## src/rtl/issue_scoreboard_if.sv

```systemverilog
// Decoder/writeback/scoreboard bundle: instruction request, writeback strobes and scoreboard status.
// master = decoder and execution-unit side, slave = scoreboard side.
interface issue_scoreboard_if;
  logic        inst_valid;
  logic        inst_ready;
  logic [14:0] src_reg;
  logic [2:0]  src_use;
  logic [2:0]  src_float;
  logic [4:0]  dst_reg;
  logic        dst_general;
  logic        dst_float;
  logic        serialize;
  logic [1:0]  wb_valid;
  logic [9:0]  wb_reg;
  logic [1:0]  wb_float;
  logic        flush;
  logic        issue_fire;
  logic [3:0]  pending_count;
  logic [31:0] busy_gpr;
  logic [31:0] busy_fpr;
  logic [31:0] stall_cycles;

  modport master (
    output inst_valid, src_reg, src_use, src_float, dst_reg, dst_general, dst_float,
           serialize, wb_valid, wb_reg, wb_float, flush,
    input  inst_ready, issue_fire, pending_count, busy_gpr, busy_fpr, stall_cycles
  );

  modport slave (
    input  inst_valid, src_reg, src_use, src_float, dst_reg, dst_general, dst_float,
           serialize, wb_valid, wb_reg, wb_float, flush,
    output inst_ready, issue_fire, pending_count, busy_gpr, busy_fpr, stall_cycles
  );
endinterface

```

## src/rtl/issue_scoreboard.sv

```systemverilog
// Issue-stage hazard scoreboard: pending GPR/FPR writes, RAW/WAW, capacity and serialize stalls.
// Zero-cycle issue; inst_ready is combinational from registered state and current inputs.
module issue_scoreboard #(
  parameter int MAX_PENDING = 8,
  parameter bit WB_BYPASS   = 1'b1
) (
  input logic               clk_i,
  input logic               rst_i,
  issue_scoreboard_if.slave sb_if
);
  typedef enum logic [0:0] {RUN, DRAIN} state_e;

  localparam logic [3:0] MaxCnt = 4'(MAX_PENDING);

  state_e      state_q, state_d;
  logic [31:0] busy_gpr_q, busy_gpr_d;
  logic [31:0] busy_fpr_q, busy_fpr_d;
  logic [3:0]  pend_q, pend_d;
  logic [31:0] stall_q, stall_d;

  logic [31:0] wb_hit_gpr, wb_hit_fpr;
  logic [31:0] clr_gpr, clr_fpr;
  logic [31:0] eff_gpr, eff_fpr;
  logic [31:0] set_gpr, set_fpr;
  logic [1:0]  n_clr;
  logic [4:0]  cnt_up, cnt_net;
  logic        raw, waw, writes_gpr, writes_dst, cap_stall, ser_block;
  logic        ready, fire;

  // GPR 0 writebacks never hit, so GPR 0 can never be cleared or become busy.
  always_comb begin
    wb_hit_gpr = '0;
    wb_hit_fpr = '0;
    for (int p = 0; p < 2; p++) begin
      if (sb_if.wb_valid[p]) begin
        if (sb_if.wb_float[p]) begin
          wb_hit_fpr[sb_if.wb_reg[p*5 +: 5]] = 1'b1;
        end else if (sb_if.wb_reg[p*5 +: 5] != 5'd0) begin
          wb_hit_gpr[sb_if.wb_reg[p*5 +: 5]] = 1'b1;
        end
      end
    end
  end

  assign clr_gpr = wb_hit_gpr & busy_gpr_q;
  assign clr_fpr = wb_hit_fpr & busy_fpr_q;
  assign n_clr   = 2'($countones(clr_gpr) + $countones(clr_fpr));
  assign eff_gpr = WB_BYPASS ? (busy_gpr_q & ~clr_gpr) : busy_gpr_q;
  assign eff_fpr = WB_BYPASS ? (busy_fpr_q & ~clr_fpr) : busy_fpr_q;

  always_comb begin
    raw = 1'b0;
    for (int i = 0; i < 3; i++) begin
      if (sb_if.src_use[i]) begin
        if (sb_if.src_float[i]) begin
          raw = raw | eff_fpr[sb_if.src_reg[i*5 +: 5]];
        end else begin
          raw = raw | eff_gpr[sb_if.src_reg[i*5 +: 5]];
        end
      end
    end
  end

  // Float destination takes precedence if both destination flags are raised.
  assign writes_gpr = sb_if.dst_general && !sb_if.dst_float && (sb_if.dst_reg != 5'd0);
  assign writes_dst = sb_if.dst_float || writes_gpr;
  assign waw        = sb_if.dst_float ? eff_fpr[sb_if.dst_reg]
                                      : (writes_gpr && eff_gpr[sb_if.dst_reg]);
  assign cap_stall  = writes_dst && (pend_q == MaxCnt);
  assign ser_block  = sb_if.serialize && ((pend_q != 4'd0) || (|sb_if.wb_valid));

  always_comb begin
    state_d = state_q;
    ready   = 1'b0;
    case (state_q)
      RUN: begin
        ready = !raw && !waw && !cap_stall && !ser_block;
        if (sb_if.inst_valid && sb_if.serialize && (pend_q != 4'd0)) begin
          state_d = DRAIN;
        end
      end
      DRAIN: begin
        if (pend_q == 4'd0) begin
          state_d = RUN;
        end
      end
      default: state_d = RUN;
    endcase
    if (sb_if.flush) begin
      ready   = 1'b0;
      state_d = RUN;
    end
    if (rst_i) begin
      ready = 1'b0;
    end
  end

  assign fire    = sb_if.inst_valid && ready;
  assign set_gpr = (fire && writes_gpr) ? (32'd1 << sb_if.dst_reg) : 32'd0;
  assign set_fpr = (fire && sb_if.dst_float) ? (32'd1 << sb_if.dst_reg) : 32'd0;

  // Set is applied after clear so a same-cycle reissue keeps the register busy.
  always_comb begin
    busy_gpr_d = sb_if.flush ? 32'd0 : ((busy_gpr_q & ~clr_gpr) | set_gpr);
    busy_fpr_d = sb_if.flush ? 32'd0 : ((busy_fpr_q & ~clr_fpr) | set_fpr);
    cnt_up     = {1'b0, pend_q} + {4'd0, fire && writes_dst};
    cnt_net    = cnt_up - {3'd0, n_clr};
    if (sb_if.flush || (cnt_up < {3'd0, n_clr})) begin
      pend_d = 4'd0;
    end else if (cnt_net > {1'b0, MaxCnt}) begin
      pend_d = MaxCnt;
    end else begin
      pend_d = cnt_net[3:0];
    end
    stall_d = stall_q;
    if (sb_if.inst_valid && !ready && (stall_q != 32'hFFFF_FFFF)) begin
      stall_d = stall_q + 32'd1;
    end
  end

  always_ff @(posedge clk_i or posedge rst_i) begin
    if (rst_i) begin
      state_q    <= RUN;
      busy_gpr_q <= '0;
      busy_fpr_q <= '0;
      pend_q     <= '0;
      stall_q    <= '0;
    end else begin
      state_q    <= state_d;
      busy_gpr_q <= busy_gpr_d;
      busy_fpr_q <= busy_fpr_d;
      pend_q     <= pend_d;
      stall_q    <= stall_d;
    end
  end

  assign sb_if.inst_ready    = ready;
  assign sb_if.issue_fire    = fire;
  assign sb_if.pending_count = pend_q;
  assign sb_if.busy_gpr      = busy_gpr_q;
  assign sb_if.busy_fpr      = busy_fpr_q;
  assign sb_if.stall_cycles  = stall_q;
endmodule
```

## src/flat_wrapper.sv

```systemverilog
// flat-port wrapper written by rule: the top's interface ports become plain ports
module issue_scoreboard_flat 
#(
  parameter int MAX_PENDING = 8,
  parameter bit WB_BYPASS   = 1'b1
)
  (clk_i, rst_i, sb_if_inst_valid, sb_if_src_reg, sb_if_src_use, sb_if_src_float, sb_if_dst_reg, sb_if_dst_general, sb_if_dst_float, sb_if_serialize, sb_if_wb_valid, sb_if_wb_reg, sb_if_wb_float, sb_if_flush, sb_if_inst_ready, sb_if_issue_fire, sb_if_pending_count, sb_if_busy_gpr, sb_if_busy_fpr, sb_if_stall_cycles);
  issue_scoreboard_if sb_if_i ();
  input logic clk_i;
  input logic rst_i;
  input wire logic [$bits(sb_if_i.inst_valid)-1:0] sb_if_inst_valid;
  input wire logic [$bits(sb_if_i.src_reg)-1:0] sb_if_src_reg;
  input wire logic [$bits(sb_if_i.src_use)-1:0] sb_if_src_use;
  input wire logic [$bits(sb_if_i.src_float)-1:0] sb_if_src_float;
  input wire logic [$bits(sb_if_i.dst_reg)-1:0] sb_if_dst_reg;
  input wire logic [$bits(sb_if_i.dst_general)-1:0] sb_if_dst_general;
  input wire logic [$bits(sb_if_i.dst_float)-1:0] sb_if_dst_float;
  input wire logic [$bits(sb_if_i.serialize)-1:0] sb_if_serialize;
  input wire logic [$bits(sb_if_i.wb_valid)-1:0] sb_if_wb_valid;
  input wire logic [$bits(sb_if_i.wb_reg)-1:0] sb_if_wb_reg;
  input wire logic [$bits(sb_if_i.wb_float)-1:0] sb_if_wb_float;
  input wire logic [$bits(sb_if_i.flush)-1:0] sb_if_flush;
  output wire logic [$bits(sb_if_i.inst_ready)-1:0] sb_if_inst_ready;
  output wire logic [$bits(sb_if_i.issue_fire)-1:0] sb_if_issue_fire;
  output wire logic [$bits(sb_if_i.pending_count)-1:0] sb_if_pending_count;
  output wire logic [$bits(sb_if_i.busy_gpr)-1:0] sb_if_busy_gpr;
  output wire logic [$bits(sb_if_i.busy_fpr)-1:0] sb_if_busy_fpr;
  output wire logic [$bits(sb_if_i.stall_cycles)-1:0] sb_if_stall_cycles;
  assign sb_if_i.inst_valid = sb_if_inst_valid;
  assign sb_if_i.src_reg = sb_if_src_reg;
  assign sb_if_i.src_use = sb_if_src_use;
  assign sb_if_i.src_float = sb_if_src_float;
  assign sb_if_i.dst_reg = sb_if_dst_reg;
  assign sb_if_i.dst_general = sb_if_dst_general;
  assign sb_if_i.dst_float = sb_if_dst_float;
  assign sb_if_i.serialize = sb_if_serialize;
  assign sb_if_i.wb_valid = sb_if_wb_valid;
  assign sb_if_i.wb_reg = sb_if_wb_reg;
  assign sb_if_i.wb_float = sb_if_wb_float;
  assign sb_if_i.flush = sb_if_flush;
  assign sb_if_inst_ready = sb_if_i.inst_ready;
  assign sb_if_issue_fire = sb_if_i.issue_fire;
  assign sb_if_pending_count = sb_if_i.pending_count;
  assign sb_if_busy_gpr = sb_if_i.busy_gpr;
  assign sb_if_busy_fpr = sb_if_i.busy_fpr;
  assign sb_if_stall_cycles = sb_if_i.stall_cycles;
  issue_scoreboard #(.MAX_PENDING(MAX_PENDING), .WB_BYPASS(WB_BYPASS)) u_core (.clk_i(clk_i), .rst_i(rst_i), .sb_if(sb_if_i));
endmodule
```

## config.mk

```make
export PLATFORM = sky130hd
export DESIGN_NAME = issue_scoreboard_flat
export DESIGN_NICKNAME = d
export VERILOG_FILES = /design/src/rtl/issue_scoreboard_if.sv /design/src/rtl/issue_scoreboard.sv /design/src/flat_wrapper.sv
export SDC_FILE = /design/constraint.sdc
export NUM_CORES = 1
export LEC_CHECK = 0
export CAP_MARGIN = 20
export CORE_UTILIZATION = 35
export DETAILED_ROUTE_END_ITERATION = 7
export GPL_TIMING_DRIVEN = 0
export SYNTH_ARGS = -nofsm -noshare
export SYNTH_HDL_FRONTEND = slang
export SYNTH_SLANG_ARGS = --single-unit
```

## constraint.sdc

```tcl
create_clock -name clk_i -period 7.9 [get_ports clk_i]
set_input_delay 1.185 -clock clk_i [delete_from_list [all_inputs] [get_ports clk_i]]
set_output_delay 1.185 -clock clk_i [all_outputs]
set_load 0.01 [all_outputs]
```

# == Yosys cells after proc, flatten, opt, wreduce, memory -nomap -nowiden ==
# Cells that the tools add are included.
# classes
n_addsub,66
order_cmp,10
eq_ne,2
shift,1
muxes,50
n_bitwise,15
n_reduce_logical,33
# ops
operator,count
32-bit two-way mux,14
32-bit AND,4
32-bit OR,4
1-bit by 1-bit adder with 2-bit output,32
32-bit NOT,2
2-bit adder,31
1-bit binary-select mux with 5-bit select,8
"5-bit by 6-bit less-than comparator with 1-bit output, second input constant",6
"32-bit by 1-bit adder with 32-bit output, second input constant",1
"32-bit != test, second input constant",1
"1-bit by 5-bit << shifter with 32-bit output, first input constant",1
1-bit two-way mux,23
1-bit logical AND,18
5-bit nonzero test,3
1-bit demux with 5-bit select,2
"5-bit by 1-bit greater-or-equal comparator with 1-bit output, second input constant",2
4-bit two-way mux,2
1-bit zero test,6
4-bit by 1-bit adder with 5-bit output,1
"5-bit by 4-bit > comparator with 1-bit output, second input constant",1
5-bit by 2-bit less-than comparator with 1-bit output,1
5-bit by 2-bit subtractor with 5-bit output,1
"4-bit equality test, second input constant",1
4-bit zero test,1
6 further kinds,11
# totals
regBits,101
in_bits,47

# == Longest topological paths before layout ==
# Gate-level depths: netlist of the first run.
# logic_depth
word_depth,38
ltp_mapped,35
depth_no_buf,32

# == Worst setup path after synthesis of the first run ==
# OpenSTA, ideal clock, no wires.
# synth_timing
path_type,input port to flip-flop
startpoint,in sb_if_wb_reg[2]
endpoint,"reg u_core.pend_q[1], in the netlist u_core.sb_if.pending_count[1]"
setup_ns,0.072
arrival_time_ns,8.665
required_time_ns,7.828
setup_slack_ns,-0.836
cell_stages,34
path_buffers,3
path_cell_list,buf_2 -> or3_1 -> clkbuf_1 -> buf_2 -> o22ai_1 -> nand2_1 -> fa_1 -> inv_1 -> fa_1 -> inv_1 -> fa_1 -> inv_1 -> fa_1 -> inv_1 -> fa_1 -> fa_1 -> fa_1 -> fa_1 -> inv_1 -> ha_1 -> xor2_1 -> xnor2_1 -> xnor2_1 -> xnor2_1 -> xor2_1 -> inv_1 -> ha_1 -> nor2b_1 -> nor3_1 -> a31oi_1 -> nor3b_1 -> a21oi_1 -> or2_2 -> nor2_1
# synth_via
elab_chain_len,38
# synth_lines
element,line,rtl
"start, declared",flat_wrapper.sv:20,input wire logic [$bits(sb_if_i.wb_reg)-1:0] sb_if_wb_reg;
5-bit by 6-bit less-than comparator with 1-bit output (not written as such) / 5-bit by 1-bit greater-or-equal comparator with 1-bit output (equally long branches),"issue_scoreboard.sv:37, issue_scoreboard.sv:39",
1-bit logical AND (not written as such),"issue_scoreboard.sv:37, issue_scoreboard.sv:39",
1-bit two-way mux (not written as such),"issue_scoreboard.sv:37, issue_scoreboard.sv:39",
1-bit demux with 5-bit select,n/a,
32-bit two-way mux,issue_scoreboard.sv:38,end else if (sb_if.wb_reg[p*5 +: 5] != 5'd0) begin
32-bit two-way mux,issue_scoreboard.sv:36,if (sb_if.wb_float[p]) begin
32-bit two-way mux,issue_scoreboard.sv:35,if (sb_if.wb_valid[p]) begin
32-bit OR (no line),n/a,
[... 23 more ...],n/a,
1-bit logical AND,issue_scoreboard.sv:98,assign fire = sb_if.inst_valid && ready;
1-bit logical AND,issue_scoreboard.sv:106,"cnt_up = {1'b0, pend_q} + {4'd0, fire && writes_dst};"
4-bit by 1-bit adder with 5-bit output,issue_scoreboard.sv:106,
5-bit by 2-bit subtractor with 5-bit output,issue_scoreboard.sv:107,"cnt_net = cnt_up - {3'd0, n_clr};"
5-bit by 4-bit > comparator with 1-bit output,issue_scoreboard.sv:110,"end else if (cnt_net > {1'b0, MaxCnt}) begin"
4-bit two-way mux,issue_scoreboard.sv:110,
4-bit two-way mux *,issue_scoreboard.sv:108,"if (sb_if.flush || (cnt_up < {3'd0, n_clr})) begin"
via u_core.pend_d[1],issue_scoreboard.sv:18,"logic [3:0] pend_q, pend_d;"
"end signal, assigned",issue_scoreboard.sv:132,pend_q <= pend_d;
"end, declared",issue_scoreboard.sv:18,
# Mark *: on every way through the listed nets, which the timed path passes. The rest lies on a longest branch. The select of a mux whose other input is x is not followed.
# A chain may end at the register's enable or synchronous reset.

# == Worst setup path in the final report of the first run ==
# layout_timing
startpoint,in sb_if_wb_reg[1]
endpoint,"reg u_core.pend_q[2], in the netlist u_core.sb_if.pending_count[2]"
# Same word-level chain as after synthesis.

==> results of run 1 <==
[area by class of cell]
cell class	instances	area, sq um	share of cell area
Inverter	37	141.4	0.01111
Buffer	91	643.1	0.05053
Clock inverter	7	91.34	0.007177
Multi-Input combinational cell	805	6754	0.5307
Clock buffer	9	225.2	0.01770
Timing Repair Buffer	190	1879	0.1477
Sequential cell	101	2527	0.1986
Tap cell	372	465.4	0.03657
[repair_timing]
action	CTS	global route
endpoints found under the setup margin	4	4
buffers inserted	45	13
resized for setup	77	36
cloned	1	1
pin swaps	34	29
[Yosys cell counts, types with 30 or more instances]
| cell type | n |
|---|---|
| nor3_1 | 38 |
| xnor2_1 | 31 |
| nand3_1 | 33 |
| mux2i_1 | 33 |
| dfrtp_1 | 101 |
| xor2_1 | 35 |
| fa_1 | 32 |
| clkbuf_1 | 50 |
| buf_2 | 44 |
| o221ai_1 | 52 |
| o22ai_1 | 130 |
| inv_1 | 35 |
| and2_1 | 30 |
| nor2_1 | 58 |
| nand2_1 | 74 |
[sequential cells by signal (all words and copies together) (netlist names)]
register and flops:
u_core.sb_if.busy_gpr 32, u_core.state_q 1, u_core.sb_if.stall_cycles 32, u_core.sb_if.busy_fpr 32
u_core.sb_if.pending_count 4
[logic make-up after synthesis]
logic type               after synthesis  synth area share
AND/OR/NAND/NOR                      342            0.2030
adder cells (fa/ha/maj)               38           0.07363
multiplexers                          68            0.1058
other                                  1         0.0003858
buffers and inverters                146           0.06746
XOR/XNOR                              66           0.05947
AO/OA/AOI/OAI                        290            0.2302
flip-flops                           101            0.2600
[report_power, final]
| part | internal (mW) | switching, mW | total (mW) |
|---|---|---|---|
| clock network | 0.229 | 0.234 | 0.463 |
| registers | 0.538 | 0.0309 | 0.569 |
| logic | 0.181 | 0.227 | 0.408 |
| total | 0.948 | 0.492 | 1.44 |
[metal layers]
metal	global-route usage	vias up	routed length (um)
li1	-	4402	-
met1	0.4155	5187	17230
met2	0.4893	861	19730
met3	0.08160	222	5786
met4	0.1877	0	3395
met5	0	-	0
[worst max-delay path by stage]
| stage | start | endpoint | slack, ns | cells past startpoint |
|---|---|---|---|---|
| detailed placement | sb_if_wb_reg[8] | u_core.sb_if.pending_count[1] | -1.83 | 33 |
| floorplan | sb_if_wb_reg[3] | u_core.sb_if.pending_count[0] | -0.59 | 34 |
| CTS | sb_if_wb_reg[3] | u_core.sb_if.pending_count[1] | -0.62 | 33 |
| finish | sb_if_wb_reg[1] | u_core.sb_if.pending_count[2] | -0.83 | 34 |
| global route | sb_if_wb_float[1] | u_core.sb_if.pending_count[2] | -1.14 | 32 |
| global placement | sb_if_wb_reg[8] | u_core.sb_if.pending_count[0] | -1.78 | 33 |
[metrics by stage]
step           cell area (sq um)  power (mW)
2_1_floorplan               9817      0.7885
3_3_place_gp               11560      0.9200
3_5_place_dp               11600      0.9235
4_1_cts                    12500       1.411
5_1_grt                    12730       1.496
6_report                   12730       1.440
[worst max-delay path: cells and delay by family]
family | cells | cell delay, ns
XOR/XNOR | 5 | 1.08
AND/OR/NAND/NOR | 6 | 0.89
buffers and inverters | 10 | 0.86
AO/OA/AOI/OAI | 3 | 0.53
adder cells (fa/ha/maj) | 10 | 4.45
==> metrics.csv, run 1 <==
stage,metric,value,unit
floorplanning,coreArea,27100,sq um
grt,grt_pass1_vias,10170,
sta,worst_pin_slew,1.268,ns
worst_setup_path,rrSetupSlack,0.22,ns
worst_setup_path,critPathSlowestCell,fa_1,
yosys,syn-num-nets,1137,
sta,hold_viol_final,0,
run_status,outcome,"finished, violations left",
worst_hold_path,min-delay-start,u_core.sb_if.stall_cycles[17],
yosys,ys_ff_latch,101,
grt,antenna_found_initial,0,
floorplanning,initial_utilization,0.3586,
yosys,yosysSeqAreaShare,0.2600,
job,max_cap_viol_count,0,
yosys,netlist_instances,1052,
drt,drcViolationCount,0,
drt,dr.pass1.iters,8,
floorplanning,io_pins,149,
sta,tns,-3.001,ns
yosys,synth-async-reset-ratio,1.000,
run_status,violations,negative setup slack,
yosys,yosys_warnings,0,
place,place_congestion,0.9982,
power,peakVddDrop,0.1401,mV
finish,nNetsFinal,1320,
worst_setup_path,crit_path_start_kind,input port,
finish,fillers,2634,
sta,setup_violations,4,
sta,relSlewSlack,0.1546,
place,preCtsSetupSlack,-1.828,ns
worst_setup_path,r2r_start,u_core.sb_if.busy_gpr[31],
clocking,clock_latency,0.36,ns
drt,drt_wl_total,46.15,mm
finish,mostFrequentLayoutCells,"clkdlybuf4s50_1, o22ai_1, dfrtp_1",
yosys,synth_top_area_frac,0.2600,
drt,drt_iter0_drc,1371,
floorplanning,chipHeight,168.6,um
yosys,synth_top_area_cell,dfrtp_1,
drt,vias_per_cell,6.620,
power,powerDensity,113.1,nW/um^2
sta,slew_viol_final,0,
clocking,clk_pin_slew,0.08,ns
clocking,cts_hold_buf,0,
floorplanning,fp-row-count,60,
finish,antenna_cells,0,
grt,grt_max_degree,66,
grt,grt_usage,0.3222,
place,dp_cells,1554,
sta,finalCritPeriodShare,1.105,
clocking,cts_max_level,3,
sta,layout_min_cycle_time,8.726,ns
power,p_leak,4.616,nW
finish,fin_cells,1612,
worst_setup_path,slowest_delay,0.55,ns
clocking,clock-sinks,101,
clocking,cts_buffers,9,
drt,ant_nets,0,
worst_setup_path,worstRegToRegCells,30,
yosys,synth_edf_count,0,
yosys,synth_cell_types,74,
yosys,synthTopCellsByArea,"dfrtp_1, o22ai_1, fa_1",
finish,final_common_cell,clkdlybuf4s50_1,
worst_setup_path,end_kind,register,
worst_setup_path,crit_path_max_fanout,8,
yosys,avgSynthCellArea,9.239,sq um
drt,post_drt_wl_per_cell,28.63,um
worst_hold_path,hold_class,register to register,
worst_setup_path,critPathArrivalTime,9.02,ns
yosys,synthesis.area,9719,sq um
grt,grt_pass1_wl,67.13,mm
place,dpl.hpwl,33.61,mm
sta,holdWs,0.5010,ns
clocking,clockBufferDepth,2,
place,portBuffers,128,
worst_setup_path,crit_type,input port to register,
sta,rsz0062_at_grt,yes,
sta,finClkSkew,0.01062,ns
finish,drive_gt1_frac,0.1919,
worst_hold_path,hold_depth,1,
drt,vias,10670,
clocking,cts_tree,built,
grt,gr-total-overflow,0,
worst_setup_path,cp_common_cell,fa_1,
yosys,dominantRegCellSynth,dfrtp_1,
worst_setup_path,r2r_end,u_core.sb_if.pending_count[2],
floorplanning,die_area,28440,sq um
floorplanning,die_w,168.6,um
worst_hold_path,holdPathEnd,u_core.sb_if.stall_cycles[17],
finish,final_util,0.4696,
clocking,cts_root_buffer,clkbuf_16,
worst_setup_path,crit_required,8.20,ns
sta,fin_ws,-0.8262,ns
finish,area_delta_synth_final,30.95,%
sta,max_freq,114.6,MHz
Note: power is estimated with default switching activity, not from simulation.
==> run 2, diff against run 1 <==
Settings changed: SLEW_MARGIN from default to 20.
==> run 2 against run 1 <==
Net effect: the run still ends with negative setup slack left; final area rose by 2.8%; largest power group unchanged; fmax grew 2.0%; highest routed layer unchanged; die area unchanged.
==> metrics.csv, run 2 (synthesized netlist as in run 1, its figures left out) <==
stage,metric,value,unit,change
grt,grt_pass1_wl,67.24,mm,was 67.13 mm
sta,rsz0062_at_grt,yes,,unchanged
floorplanning,coreArea,27100,sq um,unchanged
power,power.total,1.446,mW,was 1.440 mW
drt,ant_nets,0,,unchanged
finish,nNetsFinal,1344,,"was 1,320"
finish,final_common_cell,clkdlybuf4s50_1,,unchanged
grt,gr-total-overflow,0,,unchanged
power,seq_power_share,0.393,,was 0.395
drt,vias_per_cell,6.559,,was 6.620
drt,post_drt_wl_per_cell,28.87,um,was 28.63 um
place,preCtsSetupSlack,-1.855,ns,was -1.828 ns
clocking,cts_root_buffer,clkbuf_16,,unchanged
power,powerDensity,110.5,nW/um^2,was 113.1 nW/um^2
power,pwr-share-clk,0.323,,was 0.321
finish,mostFrequentLayoutCells,"clkdlybuf4s50_1, o22ai_1, dfrtp_1",,unchanged
drt,dr.pass1.iters,8,,unchanged
worst_hold_path,hold_depth,1,,unchanged
clocking,cts_tree,built,,unchanged
floorplanning,initial_utilization,0.3586,,unchanged
grt,grt_max_degree,66,,unchanged
power,p_int,947.8,uW,was 948.2 uW
finish,multiInputGateArea,6944,sq um,was 6754 sq um
floorplanning,die_area,28440,sq um,unchanged
worst_setup_path,cp_common_cell,fa_1,,unchanged
worst_setup_path,rrSetupSlack,0.33,ns,was 0.22 ns
floorplanning,io_pins,149,,unchanged
grt,grt_pass1_vias,10110,,"was 10,170"
place,place_congestion,0.9982,,unchanged
worst_hold_path,holdPathEnd,u_core.sb_if.stall_cycles[17],,unchanged
floorplanning,chipHeight,168.6,um,unchanged
drt,drt_wl_total,47.23,mm,was 46.15 mm
drt,drcViolationCount,0,,unchanged
worst_hold_path,min-delay-start,u_core.sb_if.stall_cycles[17],,unchanged
sta,worst_pin_slew,1.297,ns,was 1.268 ns
power,p_leak,4.749,nW,was 4.616 nW
grt,antenna_found_initial,1,,was 0
floorplanning,die_w,168.6,um,unchanged
worst_setup_path,crit_type,input port to register,,unchanged
sta,fin_ws,-0.6580,ns,was -0.8262 ns
finish,area_delta_synth_final,34.56,%,was 30.95%
worst_setup_path,crit_required,8.20,ns,about the same
clocking,cts_max_level,3,,unchanged
sta,finClkSkew,0.01474,ns,was 0.01062 ns
finish,fillers,2524,,"was 2,634"
clocking,clock_latency,0.37,ns,was 0.36 ns
clocking,cts_hold_buf,0,,unchanged
grt,grt_usage,0.3236,,was 0.3222
worst_setup_path,r2r_end,u_core.sb_if.pending_count[2],,unchanged
power,netSwitchingFraction,0.3444,,was 0.3416
finish,regArea,2527,sq um,unchanged
worst_setup_path,worstRegToRegCells,29,,was 30
worst_setup_path,slowest_delay,0.53,ns,was 0.55 ns
place,dpl.hpwl,33.44,mm,was 33.61 mm
clocking,clock-sinks,101,,unchanged
sta,setup_violations,4,,unchanged
finish,antenna_cells,0,,unchanged
power,peakVddDrop,0.1132,mV,was 0.1401 mV
worst_setup_path,crit_path_start_kind,input port,,unchanged
worst_setup_path,end_kind,register,,unchanged
sta,layout_min_cycle_time,8.558,ns,was 8.726 ns
sta,slew_viol_final,0,,unchanged
job,max_cap_viol_count,0,,unchanged
drt,drt_iter0_drc,1664,,"was 1,371"
clocking,clockBufferDepth,2,,unchanged
run_status,violations,negative setup slack,,unchanged
clocking,cts_buffers,9,,unchanged
sta,max_freq,116.8,MHz,was 114.6 MHz
sta,hold_viol_final,0,,unchanged
place,portBuffers,128,,unchanged
worst_hold_path,hold_class,register to register,,unchanged
worst_setup_path,r2r_start,u_core.sb_if.busy_gpr[31],,unchanged
drt,vias,10730,,"was 10,670"
clocking,clk_pin_slew,0.08,ns,about the same
power,p_switching,498.0,uW,was 491.8 uW
worst_setup_path,critPathSlowestCell,fa_1,,unchanged
worst_setup_path,critPathArrivalTime,8.86,ns,was 9.02 ns
sta,finalCritPeriodShare,1.083,,was 1.105
finish,drive_gt1_frac,0.2199,,was 0.1919
power,pwr-share-comb,0.284,,was 0.283
sta,relSlewSlack,0.1357,,was 0.1546
run_status,outcome,"finished, violations left",,unchanged
worst_setup_path,crit_path_max_fanout,8,,unchanged
floorplanning,fp-row-count,60,,unchanged
## run 2: cell count changes in the layout (fill, tap and decap cells not counted), sizes merged
cell           before  now
buf               112  137
dlymetal6s2s        0    1
clkdlybuf4s50     128  127
clkbuf             50   49
clkinvlp            0    1
clkinv              7    6
## run 2: layout make-up
type                       instances  share of cell area
sequential                       101              0.1932
tap                              372             0.03559
inverter                          37             0.01100
clock buffer                       9             0.01722
timing repair buffer             213              0.1536
clock inverter                     7            0.006888
buffer                            92             0.05147
multi-input combinational        805              0.5309
## run 2: worst max-delay path: cells and delay by family
kind	cells	cell delay, ns
xor+xnor	6	1.06
fa+ha+maj	10	4.45
simple gates	5	0.98
buf+inv	8	0.92
compound gates	3	0.26
## run 2: what timing repair did
item / CTS / global route
setup buffers: 58 / 23
pin swaps: 33 / 30
setup endpoints to repair: 4 / 6
gates cloned: 1 / 2
resized for setup: 87 / 60
## run 2: routing by layer
| metal | routed length, um | global-route usage | vias up |
|---|---|---|---|
| met3 | 5915 | 0.08768 | 212 |
| met4 | 3349 | 0.1976 | 0 |
| met2 | 20310 | 0.4867 | 854 |
| met5 | 0 | 0 | - |
| li1 | - | - | 4457 |
| met1 | 17660 | 0.4142 | 5208 |
## run 2: how the worst max path moves through the flow
stage                                from  slack [ns]                       endpoint
after global placement    sb_if_wb_reg[8]       -1.78  u_core.sb_if.pending_count[0]
final                     sb_if_wb_reg[4]       -0.66  u_core.sb_if.pending_count[2]
after floorplan           sb_if_wb_reg[3]       -0.59  u_core.sb_if.pending_count[0]
after global routing      sb_if_wb_reg[4]       -0.91  u_core.sb_if.pending_count[2]
after CTS                 sb_if_wb_reg[3]       -0.59  u_core.sb_if.pending_count[0]
after detailed placement  sb_if_wb_reg[8]       -1.85  u_core.sb_if.pending_count[1]
## run 2: power groups by stage
stage,Clock (mW),Combinational [mW],Sequential [mW]
final,0.467,0.411,0.568
after global routing,0.487,0.437,0.574
after CTS,0.469,0.380,0.568
after detailed placement,0,0.346,0.578
after global placement,0,0.342,0.578
after floorplan,0,0.207,0.581
## run 2: per-stage QoR
step / cell area, sq um / TNS (ns) / instances / hold slack, ns / util
CTS: 12620 / -2.227 / 1613 / 0.4929 / 0.4656
global route: 13080 / -3.480 / 1636 / 0.5056 / 0.4826
global placement: 11560 / -6.829 / 1552 / 0.4732 / 0.4267
detailed placement: 11600 / -7.146 / 1553 / 0.4742 / 0.4281
floorplan: 9817 / -2.062 / 1052 / 0.5154 / -
finish: 13080 / -2.494 / 1636 / 0.4902 / 0.4826
==> run 3, diff against run 2 <==
Clock period 7.9 ns to 10.39 ns, I/O delays scaled along.
==> run 3 against run 2 <==
Net effect: the flow now finishes without violations; die area unchanged; clock skew down 0.00088 ns; final area fell by 9.5%; critical path type unchanged; critical endpoint is now u_core.sb_if.pending_count[1]; largest cell class unchanged; highest routed layer unchanged.
==> metrics.csv, run 3 (synthesized netlist as in run 1, its figures left out) <==
stage,metric,value,unit,change
floorplanning,die_w,168.6,um,unchanged
clocking,cts_root_buffer,clkbuf_16,,unchanged
sta,worst_pin_slew,1.171,ns,was 1.297 ns
sta,max_freq,100.5,MHz,
sta,finalCritPeriodShare,0.9581,,
power,power.total,1.044,mW,was 1.446 mW
finish,final_common_cell,o22ai_1,,was clkdlybuf4s50_1
floorplanning,io_pins,149,,unchanged
drt,vias,10340,,"was 10,730"
worst_setup_path,crit_type,input port to register,,unchanged
job,max_cap_viol_count,0,,unchanged
worst_setup_path,crit_path_max_fanout,10,,was 8
worst_setup_path,r2r_end,u_core.sb_if.pending_count[1],,was u_core.sb_if.pending_count[2]
place,preCtsSetupSlack,-0.05576,ns,was -1.855 ns
finish,mostFrequentLayoutCells,"o22ai_1, clkdlybuf4s50_1, dfrtp_1",,"was clkdlybuf4s50_1, o22ai_1, dfrtp_1"
floorplanning,initial_utilization,0.3586,,unchanged
floorplanning,coreArea,27100,sq um,unchanged
drt,ant_nets,0,,unchanged
clocking,clock_latency,0.37,ns,about the same
worst_setup_path,crit_path_start_kind,input port,,unchanged
worst_setup_path,end_kind,register,,unchanged
clocking,post_cts_buffers,0,,was 58
place,place_congestion,1.009,,was 0.9982
drt,vias_per_cell,6.585,,was 6.559
drt,drt_wl_total,43.96,mm,was 47.23 mm
sta,setup_violations,0,,was 4
sta,finClkSkew,0.01387,ns,was 0.01474 ns
worst_hold_path,hold_class,register to register,,unchanged
clocking,clock-sinks,101,,unchanged
clocking,cts_max_level,3,,unchanged
drt,drt_iter0_drc,1476,,"was 1,664"
place,dp_cells,1553,,unchanged
power,p_leak,4.193,nW,was 4.749 nW
clocking,cts_hold_buf,0,,unchanged
worst_setup_path,crit_path_start,sb_if_wb_reg[3],,was sb_if_wb_reg[4]
finish,drive_gt1_frac,0.1228,,was 0.2199
sta,relSlewSlack,0.2195,,was 0.1357
finish,area_delta_synth_final,21.72,%,was 34.56%
power,peakVddDrop,0.1318,mV,was 0.1132 mV
worst_setup_path,r2r_start,u_core.sb_if.busy_gpr[21],,was u_core.sb_if.busy_gpr[31]
sta,layout_min_cycle_time,9.955,ns,
power,powerDensity,88.25,nW/um^2,was 110.5 nW/um^2
worst_setup_path,worstRegToRegCells,29,,unchanged
place,dpl.hpwl,32.77,mm,was 33.44 mm
worst_setup_path,slowest_delay,0.55,ns,was 0.53 ns
finish,nNetsFinal,1277,,"was 1,344"
finish,fin_cells,1570,,"was 1,636"
worst_setup_path,rrSetupSlack,2.56,ns,was 0.33 ns
finish,final_util,0.4365,,was 0.4826
sta,hold_viol_final,0,,unchanged
floorplanning,die_area,28440,sq um,unchanged
sta,tns,0,ns,was -2.494 ns
clocking,clk_pin_slew,0.08,ns,about the same
clocking,cts_buffers,9,,unchanged
drt,drcViolationCount,0,,unchanged
grt,grt_pass1_vias,9764,,"was 10,110"
worst_setup_path,cp-endpoint,u_core.sb_if.pending_count[1],,was u_core.sb_if.pending_count[2]
place,portBuffers,128,,unchanged
drt,post_drt_wl_per_cell,28.00,um,was 28.87 um
sta,rsz0062_at_grt,no,,was yes
clocking,postCtsResizedCells,0,,was 87
sta,slew_viol_final,0,,unchanged
clocking,clockBufferDepth,2,,unchanged
floorplanning,fp-row-count,60,,unchanged
floorplanning,chipHeight,168.6,um,unchanged
clocking,cts_tree,built,,unchanged
worst_setup_path,critPathArrivalTime,10.25,ns,was 8.86 ns
grt,antenna_found_initial,0,,was 1
grt,grt_usage,0.3082,,was 0.3236
worst_setup_path,cp_common_cell,fa_1,,unchanged
worst_setup_path,critPathSlowestCell,fa_1,,unchanged
run_status,outcome,"finished, final reports clean",,"was finished, violations left"
finish,fillers,2701,,"was 2,524"
drt,dr.pass1.iters,6,,was 8
sta,fin_ws,0.4353,ns,was -0.6580 ns
worst_setup_path,crit_required,10.69,ns,was 8.20 ns
grt,grt_pass1_wl,64.62,mm,was 67.24 mm
grt,grt_max_degree,66,,unchanged
grt,gr-total-overflow,0,,unchanged
## run 3: cell types whose count changed in the layout (fill, tap and decap cells not counted), moves of 5 or more
cell / previous run / this run
o22ai_1: 117 / 129
o221ai_1: 46 / 52
buf_2: 9 / 44
o221ai_4: 10 / 4
o22ai_2: 12 / 3
clkbuf_1: 36 / 50
buf_6: 23 / 6
buf_4: 86 / 2
inv_1: 29 / 34
inv_2: 5 / 0
buf_12: 7 / 0
## run 3: power by group
| part | internal [mW] | leakage (nW) | switching [mW] |
|---|---|---|---|
| combinational | 0.105 | 2.66 | 0.154 |
| sequential | 0.409 | 1.39 | 0.0230 |
| clock | 0.174 | 0.148 | 0.179 |
| total | 0.688 | 4.19 | 0.356 |
## run 3: routing by layer
metal | part of all wire | vias to the layer above | track usage
met5 | 0 | - | 0
met1 | 0.38 | 5024 | 0.4034
met2 | 0.42 | 822 | 0.4508
li1 | - | 4309 | -
met3 | 0.13 | 183 | 0.09165
met4 | 0.068 | 0 | 0.1787
## run 3: worst min-delay path by stage
stage	start	to	cells past startpoint
floorplan	u_core.sb_if.stall_cycles[17]	u_core.sb_if.stall_cycles[17]	1
global placement	u_core.sb_if.stall_cycles[17]	u_core.sb_if.stall_cycles[17]	1
detailed placement	u_core.sb_if.stall_cycles[7]	u_core.sb_if.stall_cycles[7]	1
CTS	u_core.sb_if.stall_cycles[7]	u_core.sb_if.stall_cycles[7]	1
global route	u_core.sb_if.stall_cycles[19]	u_core.sb_if.stall_cycles[19]	1
finish	u_core.sb_if.stall_cycles[7]	u_core.sb_if.stall_cycles[7]	1
## run 3: layout make-up
cell class	count	area, sq um	area share
timing repair buffer	129	1309	0.1106
buffer	109	516.7	0.04368
tap	372	465.4	0.03934
sequential	101	2527	0.2136
clock buffer	9	225.2	0.01904
clock inverter	7	90.09	0.007615
inverter	37	143.9	0.01216
antenna	1	2.502	0.0002115
multi-input combinational	805	6550	0.5537
## run 3: through the flow
step / hold WS [ns] / area, sq um
floorplan: 0.5154 / 9719
global placement: 0.4791 / 11470
detailed placement: 0.4747 / 11500
CTS: 0.4934 / 11810
global route: 0.5118 / 11830
finish: 0.4905 / 11830
## run 3: worst max-delay path: cells and delay by family
| kind | cells | cell delay (ns) |
|---|---|---|
| XOR/XNOR | 5 | 1.07 |
| AND/OR/NAND/NOR | 7 | 1.71 |
| AO/OA/AOI/OAI | 3 | 0.62 |
| adder cells (fa/ha/maj) | 10 | 4.42 |
| buffers and inverters | 8 | 0.85 |
==> RTL edit: new RTL, flow settings as in run 1 <==
`WB_BYPASS` is set to 1'b1 in 2 places; all go to 1'b0.
--- a/src/rtl/issue_scoreboard.sv
+++ b/src/rtl/issue_scoreboard.sv
@@ -2,7 +2,7 @@
 // Zero-cycle issue; inst_ready is combinational from registered state and current inputs.
 module issue_scoreboard #(
   parameter int MAX_PENDING = 8,
-  parameter bit WB_BYPASS   = 1'b1
+  parameter bit WB_BYPASS   = 1'b0
 ) (
   input logic               clk_i,
   input logic               rst_i,
--- a/src/flat_wrapper.sv
+++ b/src/flat_wrapper.sv
@@ -2,7 +2,7 @@
 module issue_scoreboard_flat 
 #(
   parameter int MAX_PENDING = 8,
-  parameter bit WB_BYPASS   = 1'b1
+  parameter bit WB_BYPASS   = 1'b0
 )
   (clk_i, rst_i, sb_if_inst_valid, sb_if_src_reg, sb_if_src_use, sb_if_src_float, sb_if_dst_reg, sb_if_dst_general, sb_if_dst_float, sb_if_serialize, sb_if_wb_valid, sb_if_wb_reg, sb_if_wb_float, sb_if_flush, sb_if_inst_ready, sb_if_issue_fire, sb_if_pending_count, sb_if_busy_gpr, sb_if_busy_fpr, sb_if_stall_cycles);
   issue_scoreboard_if sb_if_i ();
Function: changed (a bounded check fails within 4 cycles, from zero or initial values and one cycle with rst_i high).
==> RTL edit against run 1 <==
The run still ends with negative setup slack left; synthesized area down 11%; sequential share of layout area up 2.0 points; worst setup slack better by 100 ps; power decreased by 4.8%; final cell count decreased by 14%; wire length down 24%; design area down 9.1%; die area fell by 11%; sequential cell count unchanged; via count fell by 21%; combinational power decreased by 12%; non-clock buffer count shrank 57; largest cell class unchanged.
==> RTL edit: results (changes against run 1) <==
[outcome]
status=finished, violations left
violations=negative setup slack

[synthesis]
syn-num-nets=963  ; -15%
synth-warning-count=0  ; unchanged
synth-seq-area-share_pct=29.2  ; +3.2 points
ys_top_cells_by_area=dfrtp_1 29%, mux4_2 16%, fa_1 7.4%, o32ai_1 5.5%, nand2_1 4.4%
synthTopCellsByCount=102 x nand2_1, 101 x dfrtp_1, 78 x inv_1
synth_cell_type_count=60  ; -19%
async_flop_share_pct=100  ; unchanged

[cts]
cts_max_path_buffers=2  ; unchanged
cts_buffers=9  ; unchanged
clock_latency_ps=360  ; about the same
htreeDepth=3  ; unchanged
clkTransAtPathRegs_ps=70
cts-root-buf=clkbuf_16

[power_and_ir_drop]
leakage_nw=4.06  ; -12%
vdd_drop_max_uv=118  ; -16%
netSwitchingFraction_pct=33.0  ; -1.2 points

[final_layout]
fin_nets=1145  ; -13%
antenna_cells=0  ; unchanged
drive_gt1_share_pct=21.8  ; +2.6 points

[routing]
detail_route.first_pass.iterations=5  ; -3
drtIter0Drc=821  ; -40%
wirelength_mm=35.3  ; -24%
vias_per_cell=6.05  ; -8.6%

[global_routing]
antenna_found_initial=0  ; unchanged
grt_pass1_vias=8343  ; -18%
grt_pass1_wl_mm=52.4  ; -22%
grt_use_total_pct=27.9  ; -4.3 points
grt_max_degree=70  ; +6.1%

[hold_path]
hold_path_class=reg -> reg
hold_path_depth=1  ; unchanged

[sta]
finClkSkew_ps=13.7  ; +3.05 ps
finalWorstSetupSlack_ps=-723  ; +103 ps
tns_ps=-2620  ; +382 ps
final-setup-viol-count=4  ; unchanged
worst_pin_slew_ps=779  ; -489 ps

[placed_design]
gp_congestion=0.999  ; about the same
dpl.hpwl_mm=27.1  ; -19%
io_buffers=132  ; +3.1%

[critical_path]
worst_ep_arrival_time_ps=8900  ; -120 ps
crit_path_max_incr_delay_ps=610  ; +60 ps
slowest_stage=fa_2
crit_fanout=8  ; unchanged
ff2ff_path_depth=29  ; -3.3%

-- RTL edit: routing by layer --
metal / share of wire (%) / wire [um] / GRT usage (%) / vias to the layer above
li1: - / - / - / 3651
met1: 40 / 14200 / 36.5 / 4168
met2: 47 / 16600 / 45.1 / 478
met3: 7.1 / 2510 / 3.99 / 99
met4: 5.5 / 1950 / 14.6 / 0
met5: 0 / 0 / 0 / -
-- RTL edit: what timing repair did --
item / CTS / global route
gates resized for setup: 103 / 58
endpoints found under the setup margin: 4 / 4
setup buffers: 25 / 17
pin swaps: 25 / 23
-- RTL edit: cell families (layout without fill, tap and decap cells) --
group,Yosys count,in the layout,synth area share (%)
and+or+nand+nor,285,285,17.1
AOI/OAI and AO/OA,167,167,13.9
buffers and inverters,131,317,5.86
DFF,101,101,29.2
muxes,90,90,19.1
xor gates and xnor gates,65,65,6.57
adders and majority gates,38,38,8.26
other,1,1,0.0433
-- RTL edit: worst max-delay path, delay by kind of cell --
kind            cells  cell delay, ps
buf+inv             5             350
simple gates        7            1550
compound gates      3             350
xor+xnor            5             990
fa+ha+maj          10            4460
-- RTL edit: worst paths after layout --
path                                              start                       endpoint  slack (ps)
min in group asynchronous                         rst_i   u_core.sb_if.stall_cycles[8]        1240
hold / removal             u_core.sb_if.stall_cycles[7]   u_core.sb_if.stall_cycles[7]         500
hold reg to reg            u_core.sb_if.stall_cycles[7]   u_core.sb_if.stall_cycles[7]         500
setup reg to reg               u_core.sb_if.busy_gpr[5]  u_core.sb_if.pending_count[0]         360
max in group asynchronous                         rst_i       u_core.sb_if.busy_fpr[7]        5960
setup / recovery                        sb_if_wb_reg[2]  u_core.sb_if.pending_count[0]        -720
-- RTL edit: per-stage QoR --
step / setup slack, ps / std cells / hold WS, ps / power (W) / cell area [um2]
after floorplan: -533 / 878 / 515 / 0.000763 / 8770
after global routing: -1030 / 1388 / 524 / 0.00143 / 11600
after global placement: -2070 / 1334 / 482 / 0.000890 / 10500
final: -723 / 1388 / 496 / 0.00137 / 11600
after detailed placement: -2100 / 1335 / 486 / 0.000897 / 10500
after CTS: -650 / 1373 / 497 / 0.00135 / 11300
-- RTL edit: power groups by stage --
stage	registers, W	clock network (W)	logic, W
floorplan	0.000586	0	0.000177
global placement	0.000581	0	0.000309
detailed placement	0.000582	0	0.000315
CTS	0.000571	0.000445	0.000334
global route	0.000577	0.000465	0.000387
finish	0.000571	0.000442	0.000358
-- RTL edit: area by class of cell --
class	instances	area [um2]
clock buffer	9	225
buffer	49	269
tap	324	405
inverter	78	295
sequential	101	2530
multi-input combinational	646	6110
fill	2277	12800
timing repair buffer	175	1680
clock inverter	6	53.8
